### src/rtl/morse_char_sequencer.sv
// Turns dot/dash/gap pulses into ASCII characters (plus word spaces) queued in a small FIFO.
// Latency: char visible 1 cycle after its gap, space 1 cycle later; backpressure: out_ready stalls the head, a push into a full FIFO is dropped and sets overflow.
module morse_char_sequencer #(
    parameter int FIFO_DEPTH = 4
) (
    input  logic       clk,
    input  logic       reset,
    input  logic       dot,
    input  logic       dash,
    input  logic       lg,
    input  logic       wg,
    output logic [7:0] out_data,
    output logic       out_valid,
    input  logic       out_ready,
    output logic       overflow,
    output logic       pending
);
    localparam int AW = $clog2(FIFO_DEPTH);
    localparam int CW = AW + 1;

    typedef enum logic {COLLECT, SPACE} state_t;

    state_t          state_q, state_d;
    logic [2:0]      len_q, len_d;
    logic [4:0]      pat_q, pat_d;
    logic            csp_q, csp_d;
    logic            ovf_q, ovf_d;
    logic [7:0]      mem_q [FIFO_DEPTH];
    logic [7:0]      mem_d [FIFO_DEPTH];
    logic [AW-1:0]   wr_ptr_q, wr_ptr_d;
    logic [AW-1:0]   rd_ptr_q, rd_ptr_d;
    logic [CW-1:0]   count_q, count_d;

    logic            elem;
    logic            close;
    logic            push;
    logic            push_ok;
    logic            pop;
    logic            full;
    logic [7:0]      push_dat;
    logic [7:0]      sym_char;

    // Unused upper pattern bits are always zero while len <= 5, so the full byte can be matched.
    always_comb begin
        sym_char = 8'h3F;
        case ({len_q, pat_q})
            8'b001_00000: sym_char = 8'h45; // E
            8'b001_00001: sym_char = 8'h54; // T
            8'b010_00001: sym_char = 8'h41; // A
            8'b010_00000: sym_char = 8'h49; // I
            8'b010_00011: sym_char = 8'h4D; // M
            8'b010_00010: sym_char = 8'h4E; // N
            8'b011_00100: sym_char = 8'h44; // D
            8'b011_00110: sym_char = 8'h47; // G
            8'b011_00101: sym_char = 8'h4B; // K
            8'b011_00111: sym_char = 8'h4F; // O
            8'b011_00010: sym_char = 8'h52; // R
            8'b011_00000: sym_char = 8'h53; // S
            8'b011_00001: sym_char = 8'h55; // U
            8'b011_00011: sym_char = 8'h57; // W
            8'b100_01000: sym_char = 8'h42; // B
            8'b100_01010: sym_char = 8'h43; // C
            8'b100_00010: sym_char = 8'h46; // F
            8'b100_00000: sym_char = 8'h48; // H
            8'b100_00111: sym_char = 8'h4A; // J
            8'b100_00100: sym_char = 8'h4C; // L
            8'b100_00110: sym_char = 8'h50; // P
            8'b100_01101: sym_char = 8'h51; // Q
            8'b100_00001: sym_char = 8'h56; // V
            8'b100_01001: sym_char = 8'h58; // X
            8'b100_01011: sym_char = 8'h59; // Y
            8'b100_01100: sym_char = 8'h5A; // Z
            8'b101_11111: sym_char = 8'h30;
            8'b101_01111: sym_char = 8'h31;
            8'b101_00111: sym_char = 8'h32;
            8'b101_00011: sym_char = 8'h33;
            8'b101_00001: sym_char = 8'h34;
            8'b101_00000: sym_char = 8'h35;
            8'b101_10000: sym_char = 8'h36;
            8'b101_11000: sym_char = 8'h37;
            8'b101_11100: sym_char = 8'h38;
            8'b101_11110: sym_char = 8'h39;
            default:      sym_char = 8'h3F;
        endcase
    end

    always_comb begin
        state_d  = state_q;
        len_d    = len_q;
        pat_d    = pat_q;
        csp_d    = csp_q;
        push     = 1'b0;
        push_dat = sym_char;
        close    = 1'b0;
        elem     = dot | dash;

        case (state_q)
            COLLECT: begin
                if (wg && len_q != 3'd0) begin
                    push    = 1'b1;
                    close   = 1'b1;
                    state_d = SPACE;
                end else if (lg && len_q != 3'd0) begin
                    push  = 1'b1;
                    close = 1'b1;
                    csp_d = 1'b1;
                end else if (wg && csp_q) begin
                    push     = 1'b1;
                    push_dat = 8'h20;
                    csp_d    = 1'b0;
                end
            end
            SPACE: begin
                push     = 1'b1;
                push_dat = 8'h20;
                csp_d    = 1'b0;
                state_d  = COLLECT;
            end
            default: state_d = COLLECT;
        endcase

        // A gap closes the old symbol first; a coincident element starts the new one.
        if (close) begin
            len_d = elem ? 3'd1 : 3'd0;
            pat_d = {4'b0000, dash};
        end else if (elem) begin
            len_d = (len_q == 3'd6) ? 3'd6 : len_q + 3'd1;
            pat_d = {pat_q[3:0], dash};
        end
    end

    always_comb begin
        full     = (count_q == CW'(FIFO_DEPTH));
        out_valid = (count_q != '0);
        pop      = out_valid & out_ready;
        push_ok  = push & (~full | pop);
        mem_d    = mem_q;
        if (push_ok) begin
            mem_d[wr_ptr_q] = push_dat;
        end
        wr_ptr_d = wr_ptr_q + AW'(push_ok);
        rd_ptr_d = rd_ptr_q + AW'(pop);
        count_d  = count_q + CW'(push_ok) - CW'(pop);
        ovf_d    = ovf_q | (push & ~push_ok);
    end

    always_ff @(posedge clk) begin
        if (reset) begin
            state_q  <= COLLECT;
            len_q    <= '0;
            pat_q    <= '0;
            csp_q    <= 1'b0;
            ovf_q    <= 1'b0;
            wr_ptr_q <= '0;
            rd_ptr_q <= '0;
            count_q  <= '0;
            for (int i = 0; i < FIFO_DEPTH; i++) begin
                mem_q[i] <= '0;
            end
        end else begin
            state_q  <= state_d;
            len_q    <= len_d;
            pat_q    <= pat_d;
            csp_q    <= csp_d;
            ovf_q    <= ovf_d;
            wr_ptr_q <= wr_ptr_d;
            rd_ptr_q <= rd_ptr_d;
            count_q  <= count_d;
            mem_q    <= mem_d;
        end
    end

    assign out_data = mem_q[rd_ptr_q];
    assign overflow = ovf_q;
    assign pending  = (len_q != 3'd0);

endmodule

### config.mk
export PLATFORM = sky130hd
export DESIGN_NAME = morse_char_sequencer
export DESIGN_NICKNAME = d
export VERILOG_FILES = /design/src/rtl/morse_char_sequencer.sv
export SDC_FILE = /design/constraint.sdc
export NUM_CORES = 1
export LEC_CHECK = 0
export ABC_AREA = 1
export CAP_MARGIN = 10
export CORE_ASPECT_RATIO = 0.5
export CORE_UTILIZATION = 63
export CTS_CLUSTER_DIAMETER = 50
export DETAILED_ROUTE_END_ITERATION = 6
export MAX_ROUTING_LAYER = met4
export PLACE_DENSITY = 0.83
export SETUP_SLACK_MARGIN = 0.2
export SYNTH_ARGS = -nofsm -noshare
export SYNTH_HDL_FRONTEND = slang
export SYNTH_SLANG_ARGS = --single-unit
### constraint.sdc
create_clock -name clk -period 4 [get_ports clk]
set_clock_uncertainty 0.2 [all_clocks]
set_input_delay 0.4 -clock clk [delete_from_list [all_inputs] [get_ports clk]]
set_output_delay 0.4 -clock clk [all_outputs]
set_load 0.02 [all_outputs]
Word level (Yosys, flattened, before mapping)
Cells that the tools add are included.
{ "totals": {"reg_bits": 50, "input_bits": 7, "out_inout_bits": 11, "wordCells": 111} }
{ "classes": {"addsub": 5, "n_lt_le_gt_ge": 3, "n_eq_ne": 40, "muxes": 30, "n_bitwise": 11, "reduce_logical": 9} }
{ "op_table": {"columns": ["operator", "count"], "rows": [
  ["$pmux W7 S36", 1],
  ["$eq A8 B8 Y1 const B", 22],
  ["$eq A8 B7 Y1 const B", 12],
  ["$mux W8", 6],
  ["$bwmux W32", 1],
  ["$bmux W8 S2", 1],
  ["$demux W8 S2", 1],
  ["$eq A8 B6 Y1 const B", 2],
  ["$pmux W8 S2", 1],
  ["$mux W1", 13],
  ["$mux W3", 3],
  ["$eq A3 B3 Y1 const B", 2],
  ["$ge A3 B3 Y1 const B", 2],
  ["$not A2 Y3", 2],
  ["$pmux W1 S2", 3],
  ["$reduce_bool A3 Y1", 2],
  ["$add A2 B1 Y2", 2],
  ["$logic_and A1 B1 Y1", 4],
  ["$add A3 B1 Y3", 1],
  ["$add A3 B1 Y3 const B", 1],
  ["$and A1 B1 Y1", 3],
  ["$lt A3 B1 Y1 const B", 1],
  ["$ne A3 B3 Y1 const B", 1],
  ["$not A1 Y1", 3],
  ["other kinds (6)", 8]
]} }

Logic depth before layout (Yosys ltp)
Gate-level depths: netlist of the first run.
{ "logic_depth": {"word_depth": 9, "ltp_mapped": 13, "depth_no_buf": 13} }

Worst setup path after synthesis of the first run
Ideal clock, no wire load.
{ "synth_timing": {"path_type": "flip-flop to flip-flop", "start": "reg len_q[0]", "end": "reg count_q[2]", "setup_ns": 0.070, "t_arrival_ns": 2.209, "t_required_ns": 3.730, "setup_slack_ns": 1.521, "path_stages_with_launch": 14, "n_path_buf": 0, "synth_period_minus_slack_ns": 2.479, "cell_sequence": "dfxtp_1 > inv_1 > ha_1 > nand2_4 > nand2_1 > nand4_2 > nand2_4 > ha_1 > inv_1 > ha_1 > fa_1 > inv_1 > o21ai_0 > a21oi_1"} }
{ "synth_between": {"elab_chain_len": 8, "elab_cells_between_ends": 9, "cone_classes": "2 x add/sub; 3 x mux; 1 x bitwise; 3 x reduce/logical"} }
{ "synth_rtl": {"columns": ["element", "line_no", "rtl"], "rows": [
  ["start: declaration", "24", "logic [2:0] len_q, len_d;"],
  ["start signal: assignment", "162", "len_q <= len_d;"],
  ["$reduce_bool A3 Y1 (*)", null, null],
  ["via pending", "16", "output logic pending"],
  ["$logic_and A1 B1 Y1", "103", "end else if (lg && len_q != 3'd0) begin"],
  ["$mux W1", "103", null],
  ["$mux W1 (*)", "99", "if (wg && len_q != 3'd0) begin"],
  ["$pmux W1 S2 (*)", "97", "case (state_q)"],
  ["$and A1 B1 Y1 (*)", "136", "push_ok = push & (~full | pop);"],
  ["$add A3 B1 Y3 (*)", "143", "count_d = count_q + CW'(push_ok) - CW'(pop);"],
  ["$sub A3 B1 Y3 (*)", "143", null],
  ["end signal: assignment", "168", "count_q <= count_d;"],
  ["end: declaration", "32", "logic [CW-1:0] count_q, count_d;"]
]} }
The timed path passes the listed nets; every way through them passes the cells marked *.
A chain may end at the register's enable or synchronous reset.

Worst setup path in the final report of the first run
{ "layout_timing": {"start": "reg rd_ptr_q[0]", "end": "out out_data[0]"} }
{ "layout_between": {"elab_chain_len": 4} }
{ "layout_rtl": {"columns": ["element", "line_no", "rtl"], "rows": [
  ["start: declaration", "31", "logic [AW-1:0] rd_ptr_q, rd_ptr_d;"],
  ["start signal: assignment", "167", "rd_ptr_q <= rd_ptr_d;"],
  ["$not A2 Y3 (not written as such)", "173", "assign out_data = mem_q[rd_ptr_q];"],
  ["$bmux W8 S2", "173", null],
  ["$mux W8 (not written as such) (2 in a row)", "173", null],
  ["end: declaration", "12", "output logic [7:0] out_data,"]
]} }
Every way passes these cells. The select of a mux whose other input is x is not followed.

==> out/qor.yml, run 1 <==
synthXorXnorAreaFrac: 0.00659
fp.dieH_um: 47.9
grt_pass1_wl_um: 9700
hp-class: "flip-flop to flip-flop"
first_pass_iters: 5
synth_area_leaders: "dfxtp_1 (35%), nor2_1 (9.9%), nand2_1 (9.2%)"
core_um2: 3960
holdBufCountCts: 0
postCtsSetupRepairBufs: 0
drt-total-wl_um: 6300
cts_tree: "built"
r2r-end: "count_q[2]$_SDFF_PP0_"
synth_ff_type: "dfxtp_1"
tns_ns: 0
yosys.area_share.simple: 0.318
antenna_found_initial: 0
busiest_layer: "met2"
syn_area_um2: 2660
drive_gt1_frac: 0.0858
required_ns: 3.40
r2r-start: "len_q[0]$_SDFFE_PP0P_"
min_period_over_period: 0.716
p_total_mw: 1.53
yosysMostFrequentCell: "nor2_1"
synth.largest_area_cell: "dfxtp_1"
drt-wirelength-per-cell_um: 13.6
r2r_slack_ns: 1.32
crit_fanout: 16
synth_area_per_cell_um2: 6.70
muxShareOfSynthArea: 0
num_rows: 16
clockBufferDepth: 2
io_pins: 18
h-tree-depth: 2
start_util: 0.671
syn_to_final_growth_pct: 9.36
place.gp.congestion: 0.990
start_kind: "flip-flop"
relSlewSlack: 0.427
synth_compound_area_frac: 0.203
die_width_um: 93.9
grt.total_usage: 0.298
synth_warnings: 0
placed_area_um2: 2820
vdd_drop_max_uv: 188
synthArstFlopShare: 0
synth.distinct_cells: 34
routed_via_density: 5.81
r2r_cells: 13
fmax_mhz: 349
synth-seq-cells: 46
clock_latency_ns: 0.30
ant_nets: 0
die-area_um2: 4500
cp-startpoint: "rd_ptr_q[0]$_SDFF_PP0_"
crit_end: "out_data[0]"
drt_iter0_drc: 229
worstSetupPathType: "flip-flop to output port"
numClockSinks: 46
outcome: "completed"
drv_cap: 0
num_antenna_cells: 0
cts_root_buffer: "clkbuf_8"
overflow: 0
synthCells: 397
cts_buffers: 5
synth_top_family_by_area: "simple AND/OR/NAND/NOR gates"
finalHoldViolCount: 0
vias: 2684
tightest_slew_ns: 0.855
final_area_um2: 2910
rsz0062_at_grt: "no"
grt_util_met3: 0.0667
report.final.slew_viol_count: 0
portBuffers: 16
path_clk_slew_ns: 0.09
pwr_density_cell_nw_per_um2: 527
cts_resized: 0
syn_nets: 412
p_leak_nw: 1.34
end_kind: "output port"
final_nets: 422
grt_pass1_vias: 2211
setup_viol: 0
hpwl_um: 4560
drc: 0
fin_crit_ns: 2.87
gr-usage-met2: 0.523
synth_common_cells: "nor2_1 (70), nand2_1 (65), dfxtp_1 (46)"
grt_max_degree: 31
critPathArrivalTime_ns: 2.27
synth_edf_count: 0
yosysTopAreaCellShare: 0.346
synthAdderAreaFrac: 0.0405
gr-usage-met1: 0.359
ys_seq_area_frac: 0.346
metal layers:
layer	share of wire	wire (µm)	up-vias
li1	-	-	1315
met1	0.45	2850	1246
met2	0.47	2950	116
met3	0.074	469	7
met4	0.0049	31	0
met5	0	0	-
kinds of logic after synthesis:
kind of cell / Yosys count
DFF: 46
buffers and inverters: 55
other: 1
AOI/OAI and AO/OA: 100
adders and majority gates: 8
xor gates and xnor gates: 2
and+or+nand+nor: 185
area by class of cell:
type / count / area, µm²
repair buffers: 16 / 160
well taps: 54 / 67.6
clock inverters: 3 / 18.8
multi-input cells: 296 / 1520
inverters: 42 / 158
flip-flops and latches: 46 / 921
fillers: 339 / 1050
clock buffers: 5 / 68.8
flip-flops by register name, indices dropped and copies added (netlist names):
signal,flops
mem_q,28
pat_q,5
count_q,3
len_q,3
rd_ptr_q,2
wr_ptr_q,2
csp_q,1
overflow,1
state_q,1
through the flow:
step,cells,utilization,worst slack (ns),hold slack [ns]
6_report,462,0.734,1.13,0.283
4_1_cts,462,0.734,1.17,0.284
2_1_floorplan,397,-,1.52,0.239
5_1_grt,462,0.734,1.00,0.311
3_5_place_dp,454,0.712,1.31,0.266
3_3_place_gp,454,0.712,1.41,0.250
critical path, stage by stage (launching register included):
cell	delay, ns
dfxtp_1	0.68
inv_1	0.38
o21ai_0	0.26
o22ai_1	0.10
clkdlybuf4s50_1	0.55
how the worst min path moves through the flow:
stage                              startpoint                  end  slack, ns  cells after the start
after floorplan            csp_q$_SDFFE_PP0P_   csp_q$_SDFFE_PP0P_       0.24                      2
after global placement     csp_q$_SDFFE_PP0P_   csp_q$_SDFFE_PP0P_       0.25                      2
after detailed placement  overflow$_SDFF_PP0_  overflow$_SDFF_PP0_       0.27                      2
after CTS                  csp_q$_SDFFE_PP0P_   csp_q$_SDFFE_PP0P_       0.28                      2
after global routing       csp_q$_SDFFE_PP0P_   csp_q$_SDFFE_PP0P_       0.31                      2
final                      csp_q$_SDFFE_PP0P_   csp_q$_SDFFE_PP0P_       0.28                      2
cells in the final DEF, fill, tap and decap left out, types with 3 or more instances in the layout:
| cell | n |
|---|---|
| a21oi_1 | 39 |
| clkdlybuf4s50_1 | 16 |
| inv_1 | 40 |
| ha_1 | 7 |
| o22ai_1 | 8 |
| o21a_1 | 4 |
| nor3_1 | 6 |
| nand2_1 | 65 |
| o21ai_0 | 42 |
| nor3_2 | 4 |
| nand2_2 | 5 |
| nand2_4 | 3 |
| clkbuf_8 | 5 |
| nor2_1 | 70 |
| nand3_1 | 16 |
| nand3b_1 | 3 |
| nor2_2 | 6 |
| dfxtp_1 | 46 |
report_power, final:
part,switching (mW),internal [mW]
combinational,0.389,0.251
sequential,0.0722,0.534
clock,0.164,0.123
total,0.625,0.908
Power figures use the tool's default switching activity.
==> inputs of run 2 (changes only) <==
Settings changed: CORE_UTILIZATION 63 to 53, PLACE_DENSITY 0.83 to 0.75.
Clock period 4 ns to 2.6 ns, I/O delays scaled along.
==> run 2 against run 1 <==
Effect of this change:
- sequential cell count unchanged
- critical path depth unchanged
- combinational power increased by 72%
- count of clock-buffer cells in the layout increased by 1
- sequential share of layout area decreased by 1.9 points
==> out/qor.yml, run 2 (synthesized netlist as in run 1, its figures left out) <==
drt_iter0_drc: 171  # -25%
worstSetupPathType: "flip-flop to output port"
drv_cap: 0  # unchanged
fillers: 384  # +13%
stdcell_count: 493  # +6.7%
largest_reg_flops: 28  # unchanged
h-tree-depth: 2  # unchanged
cts_buffers: 5  # unchanged
numClockSinks: 46  # unchanged
portBuffers: 16  # unchanged
setup_viol: 0  # unchanged
ant_nets: 0  # unchanged
grt_pass1_wl_um: 10500  # +8.4%
critPathSlowestCell: "clkdlybuf4s50_1"
hold_path_depth: 2  # unchanged
core_um2: 4590  # +16%
worst-path-buf-inv: 2  # unchanged
drc: 0  # unchanged
die_width_um: 102  # +8.8%
required_ns: 2.14  # -1.26 ns
setup_ws_ns: 0.267  # -0.868 ns
outcome: "completed"
p_total_mw: 2.45  # +60%
num_rows: 17  # +1
start_util: 0.579  # -0.0921
antenna_found_initial: 0  # unchanged
die-area_um2: 5320  # +18%
syn_to_final_growth_pct: 17.5
cp.depth: 4  # unchanged
fin_crit_ns: 2.33
fp.dieH_um: 52.1  # +8.7%
cts_tree: "built"
pwr_density_cell_nw_per_um2: 784  # +49%
utilization: 0.680  # -0.0536
regMostFlops: "mem_q"
cts_root_buffer: "clkbuf_8"
placed_cells: 475  # +4.6%
report.final.slew_viol_count: 0  # unchanged
path_clk_slew_ns: 0.09  # about the same
cpPeakStageDelay_ns: 0.63  # -0.05 ns
clock_latency_ns: 0.30  # about the same
r2r_cells: 12  # -1
drive_gt1_frac: 0.152  # +0.0664
critPathArrivalTime_ns: 1.87  # -0.40 ns
min_period_over_period: 0.897
final_common_cell: "nor2_1"
final_cell_mix: "nor2_1 (70), nand2_1 (64), o21ai_0 (42), dfxtp_1 (42), a21oi_1 (39)"
pre_cts_ws_ns: 0.0477  # -1.26 ns
crit_fanout: 15  # -1
place.gp.congestion: 0.959  # -3.2%
hpwl_um: 4510  # -1.0%
first_pass_iters: 5  # unchanged
tns_ns: 0  # unchanged
grt_max_degree: 30  # -3.2%
holdBufCountCts: 0  # unchanged
drt-total-wl_um: 6420  # +1.9%
overflow: 0  # unchanged
routed_via_density: 5.45  # -6.3%
io_pins: 18  # unchanged
hp-class: "flip-flop to flip-flop"
clockBufferDepth: 2  # unchanged
rsz0062_at_grt: "yes"
end_kind: "output port"
crit_family: "buffers and inverters"
final_nets: 441  # +4.5%
reg.largest.list: "mem_q x28, pat_q x5"
vias: 2685  # +0.037%
grt_pass1_vias: 2390  # +8.1%
p_leak_nw: 1.47  # +9.6%
drt-wirelength-per-cell_um: 13.0  # -4.5%
start_kind: "flip-flop"
grt.total_usage: 0.263  # -0.0344
fmax_mhz: 429
num_antenna_cells: 0  # unchanged
vdd_drop_max_uv: 372  # +98%
cp_cell_sequence: "buf_4, o21ai_0, o22ai_1, clkdlybuf4s50_1"
finalHoldViolCount: 0  # unchanged
run 2: area by class of cell:
| class | count | area [µm²] | area share |
|---|---|---|---|
| timing repair buffer | 34 | 300 | 0.0961 |
| clock inverter | 2 | 13.8 | 0.00440 |
| tap | 66 | 82.6 | 0.0264 |
| clock buffer | 6 | 72.6 | 0.0232 |
| multi-input combinational | 296 | 1560 | 0.498 |
| sequential | 46 | 931 | 0.298 |
| inverter | 42 | 161 | 0.0516 |
| timing repair inverter | 1 | 7.51 | 0.00240 |
run 2: power breakdown:
part           internal (mW)  switching [mW]  total (mW)
combinational          0.454           0.650        1.10
sequential             0.824          0.0893       0.913
clock                  0.190           0.243       0.433
run 2: worst paths after layout:
check,startpoint,endpoint,slack (ns)
worst max-delay path,rd_ptr_q[0]$_SDFF_PP0_,out_data[0],0.27
worst min-delay path,csp_q$_SDFFE_PP0P_,csp_q$_SDFFE_PP0P_,0.27
worst max register to register,len_q[1]$_SDFFE_PP0P_,count_q[1]$_SDFF_PP0_,0.33
worst min register to register,csp_q$_SDFFE_PP0P_,csp_q$_SDFFE_PP0P_,0.27
run 2: per-layer routing:
| metal | global-route usage | up-vias | share of wire |
|---|---|---|---|
| li1 | - | 1353 | - |
| met1 | 0.333 | 1220 | 0.47 |
| met2 | 0.425 | 98 | 0.45 |
| met3 | 0.0618 | 14 | 0.073 |
| met4 | 0.0738 | 0 | 0.012 |
| met5 | - | - | 0 |
run 2: stage by stage:
stage | cell area (µm²) | hold slack, ns
4_1_cts | 3030 | 0.274
3_5_place_dp | 2910 | 0.263
5_1_grt | 3130 | 0.312
2_1_floorplan | 2660 | 0.137
3_3_place_gp | 2910 | 0.249
6_report | 3130 | 0.273
run 2: timing repair:
action | CTS | global route
buffers inserted | 2 | 7
gates cloned | 0 | 1
resized for setup | 6 | 13
pin swaps | 1 | 4
setup endpoints to repair | 2 | 9
run 2: tightest hold or removal path, stage by stage, from the launching register on:
cell     delay, ns
dfxtp_1       0.31
nand2_1       0.06
a21oi_1       0.05
==> inputs of run 3 (changes only) <==
Settings changed: CELL_PAD_IN_SITES_DETAIL_PLACEMENT from default to 0, CELL_PAD_IN_SITES_GLOBAL_PLACEMENT from default to 1, CORE_UTILIZATION 53 to 38, PLACE_DENSITY 0.75 to 0.74.
==> run 3 against run 2 <==
Effect of this change:
- sequential share of layout area decreased by 0.73 points
- clock power increased by 73%
- routed wire length increased by 7.4%
- non-clock buffer count decreased by 2
- count of clock-buffer cells in the layout decreased by 1
- final cell count increased by 4.7%
- sequential cell count unchanged
- maximum frequency increased by 1.5%
- first-iteration DRC count decreased by 19%
- largest cell class unchanged
- combinational power about the same
==> out/qor.yml, run 3 (synthesized netlist as in run 1, its figures left out) <==
drt_iter0_drc: 138  # -19%
final_common_cell: "nor2_1"
vdd_drop_max_uv: 328  # -12%
die_width_um: 120  # +18%
h-tree-depth: 2  # unchanged
utilization: 0.476  # -0.205
crit_end: "count_q[2]$_SDFF_PP0_"
antenna_found_initial: 0  # unchanged
num_rows: 21  # +4
hp-class: "flip-flop to flip-flop"
r2r_slack_ns: 0.30  # -0.03 ns
final_area_um2: 3200  # +2.4%
overflow: 0  # unchanged
drt-total-wl_um: 6900  # +7.4%
r2r_cells: 13  # +1
fp.dieH_um: 61.2  # +17%
drv_cap: 0  # unchanged
drive_gt1_frac: 0.142  # -0.0107
drc: 0  # unchanged
crit_fanout: 4  # -11
r2r-end: "count_q[2]$_SDFF_PP0_"
p_total_mw: 2.76  # +13%
required_ns: 2.63  # +0.49 ns
io_pins: 18  # unchanged
syn_to_final_growth_pct: 20.3
grt_pass1_vias: 2292  # -4.1%
reg.largest.list: "mem_q x28, pat_q x5"
outcome: "completed"
core_um2: 6730  # +46%
start_util: 0.395  # -0.184
pre_cts_ws_ns: 0.0516  # +0.00392 ns
worstSetupPathType: "flip-flop to flip-flop"
setup_viol: 0  # unchanged
multi_input_area_um2: 1540  # -1.1%
final_cell_mix: "nor2_1 (70), nand2_1 (64), dfxtp_1 (43)"
largest_reg_flops: 28  # unchanged
rsz0062_at_grt: "yes"
p_leak_nw: 1.46  # -0.46%
clock_latency_ns: 0.29  # about the same
drt-wirelength-per-cell_um: 13.4  # +2.6%
cp-startpoint: "len_q[1]$_SDFFE_PP0P_"
placed_area_um2: 2940  # +1.1%
cts_tree: "built"
grt.total_usage: 0.202  # -0.0610
min_period_over_period: 0.884  # -0.0133
hpwl_um: 4920  # +9.1%
vias: 2647  # -1.4%
clockBufferDepth: 2  # unchanged
regMostFlops: "mem_q"
critPathArrivalTime_ns: 2.32  # +0.45 ns
final_nets: 438  # -0.68%
regArea_um2: 930  # -0.13%
portBuffers: 16  # unchanged
cts_root_buffer: "clkbuf_16"
ant_nets: 0  # unchanged
holdBufCountCts: 0  # unchanged
fin_crit_ns: 2.30  # -0.0347 ns
cts_buffers: 5  # unchanged
start_kind: "flip-flop"
die-area_um2: 7360  # +38%
numClockSinks: 46  # unchanged
path_clk_slew_ns: 0.07  # -0.02 ns
grt_pass1_wl_um: 11000  # +4.9%
fmax_mhz: 435  # +1.5%
setup_ws_ns: 0.301  # +0.0347 ns
fillers: 705  # +84%
finalHoldViolCount: 0  # unchanged
r2r-start: "len_q[1]$_SDFFE_PP0P_"
first_pass_iters: 4  # -1
tns_ns: 0  # unchanged
place.gp.congestion: 0.919  # -4.2%
pwr_density_cell_nw_per_um2: 863  # +10%
end_kind: "flip-flop"
report.final.slew_viol_count: 0  # unchanged
num_antenna_cells: 0  # unchanged
routed_via_density: 5.13  # -5.8%
grt_max_degree: 30  # unchanged
[run 3: cell count changes in the layout (fill, tap and decap cells not counted), moves of 2 or more]
| cell | previous run | this run |
|---|---|---|
| buf_4 | 18 | 16 |
| clkbuf_16 | 0 | 5 |
| clkdlybuf4s50_1 | 14 | 16 |
| clkbuf_8 | 5 | 0 |
| dlymetal6s2s_1 | 2 | 0 |
[run 3: where the power goes]
group / internal (mW) / switching (mW)
logic: 0.457 / 0.648
clock network: 0.460 / 0.291
registers: 0.823 / 0.0804
[run 3: through the flow]
step	instances	hold WS, ns
floorplan	397	0.137
global placement	501	0.252
detailed placement	501	0.261
CTS	511	0.275
global route	516	0.289
finish	516	0.273
[run 3: cell type report]
class | count | share of cell area
timing repair buffer | 32 | 0.0876
clock inverter | 3 | 0.0153
clock buffer | 5 | 0.0391
tap | 92 | 0.0360
inverter | 42 | 0.0504
multi-input combinational | 296 | 0.481
sequential | 46 | 0.291
[run 3: worst min path at each step]
stage                          endpoint  depth (start not counted)  slack (ns)                 from
floorplan            state_q$_SDFF_PP0_                          1        0.14                reset
global placement     csp_q$_SDFFE_PP0P_                          2        0.25   csp_q$_SDFFE_PP0P_
detailed placement  overflow$_SDFF_PP0_                          2        0.26  overflow$_SDFF_PP0_
CTS                  csp_q$_SDFFE_PP0P_                          2        0.27   csp_q$_SDFFE_PP0P_
global route         csp_q$_SDFFE_PP0P_                          2        0.29   csp_q$_SDFFE_PP0P_
finish               csp_q$_SDFFE_PP0P_                          2        0.27   csp_q$_SDFFE_PP0P_
[run 3: layer usage]
| layer | vias up | share of wire | track usage |
|---|---|---|---|
| li1 | 1350 | - | - |
| met1 | 1219 | 0.50 | 0.275 |
| met2 | 73 | 0.43 | 0.306 |
| met3 | 5 | 0.061 | 0.0472 |
| met4 | 0 | 0.0077 | 0.0441 |
| met5 | - | 0 | - |
[run 3: critical path: stages (launching register included)]
cell,delay (ns)
dfxtp_4,0.34
inv_2,0.05
ha_2,0.19
nand2_4,0.09
nand2_2,0.09
nand4_4,0.09
nand2_4,0.07
ha_1,0.27
inv_1,0.04
ha_1,0.19
fa_1,0.36
inv_1,0.07
o21ai_0,0.08
a21oi_1,0.12
[run 3: what timing repair did]
action                                  CTS  global route
resized for setup                         6             6
endpoints found under the setup margin    2             9
hold endpoints to repair                  0             0
pin swaps                                 0             3
setup buffers                             2             5
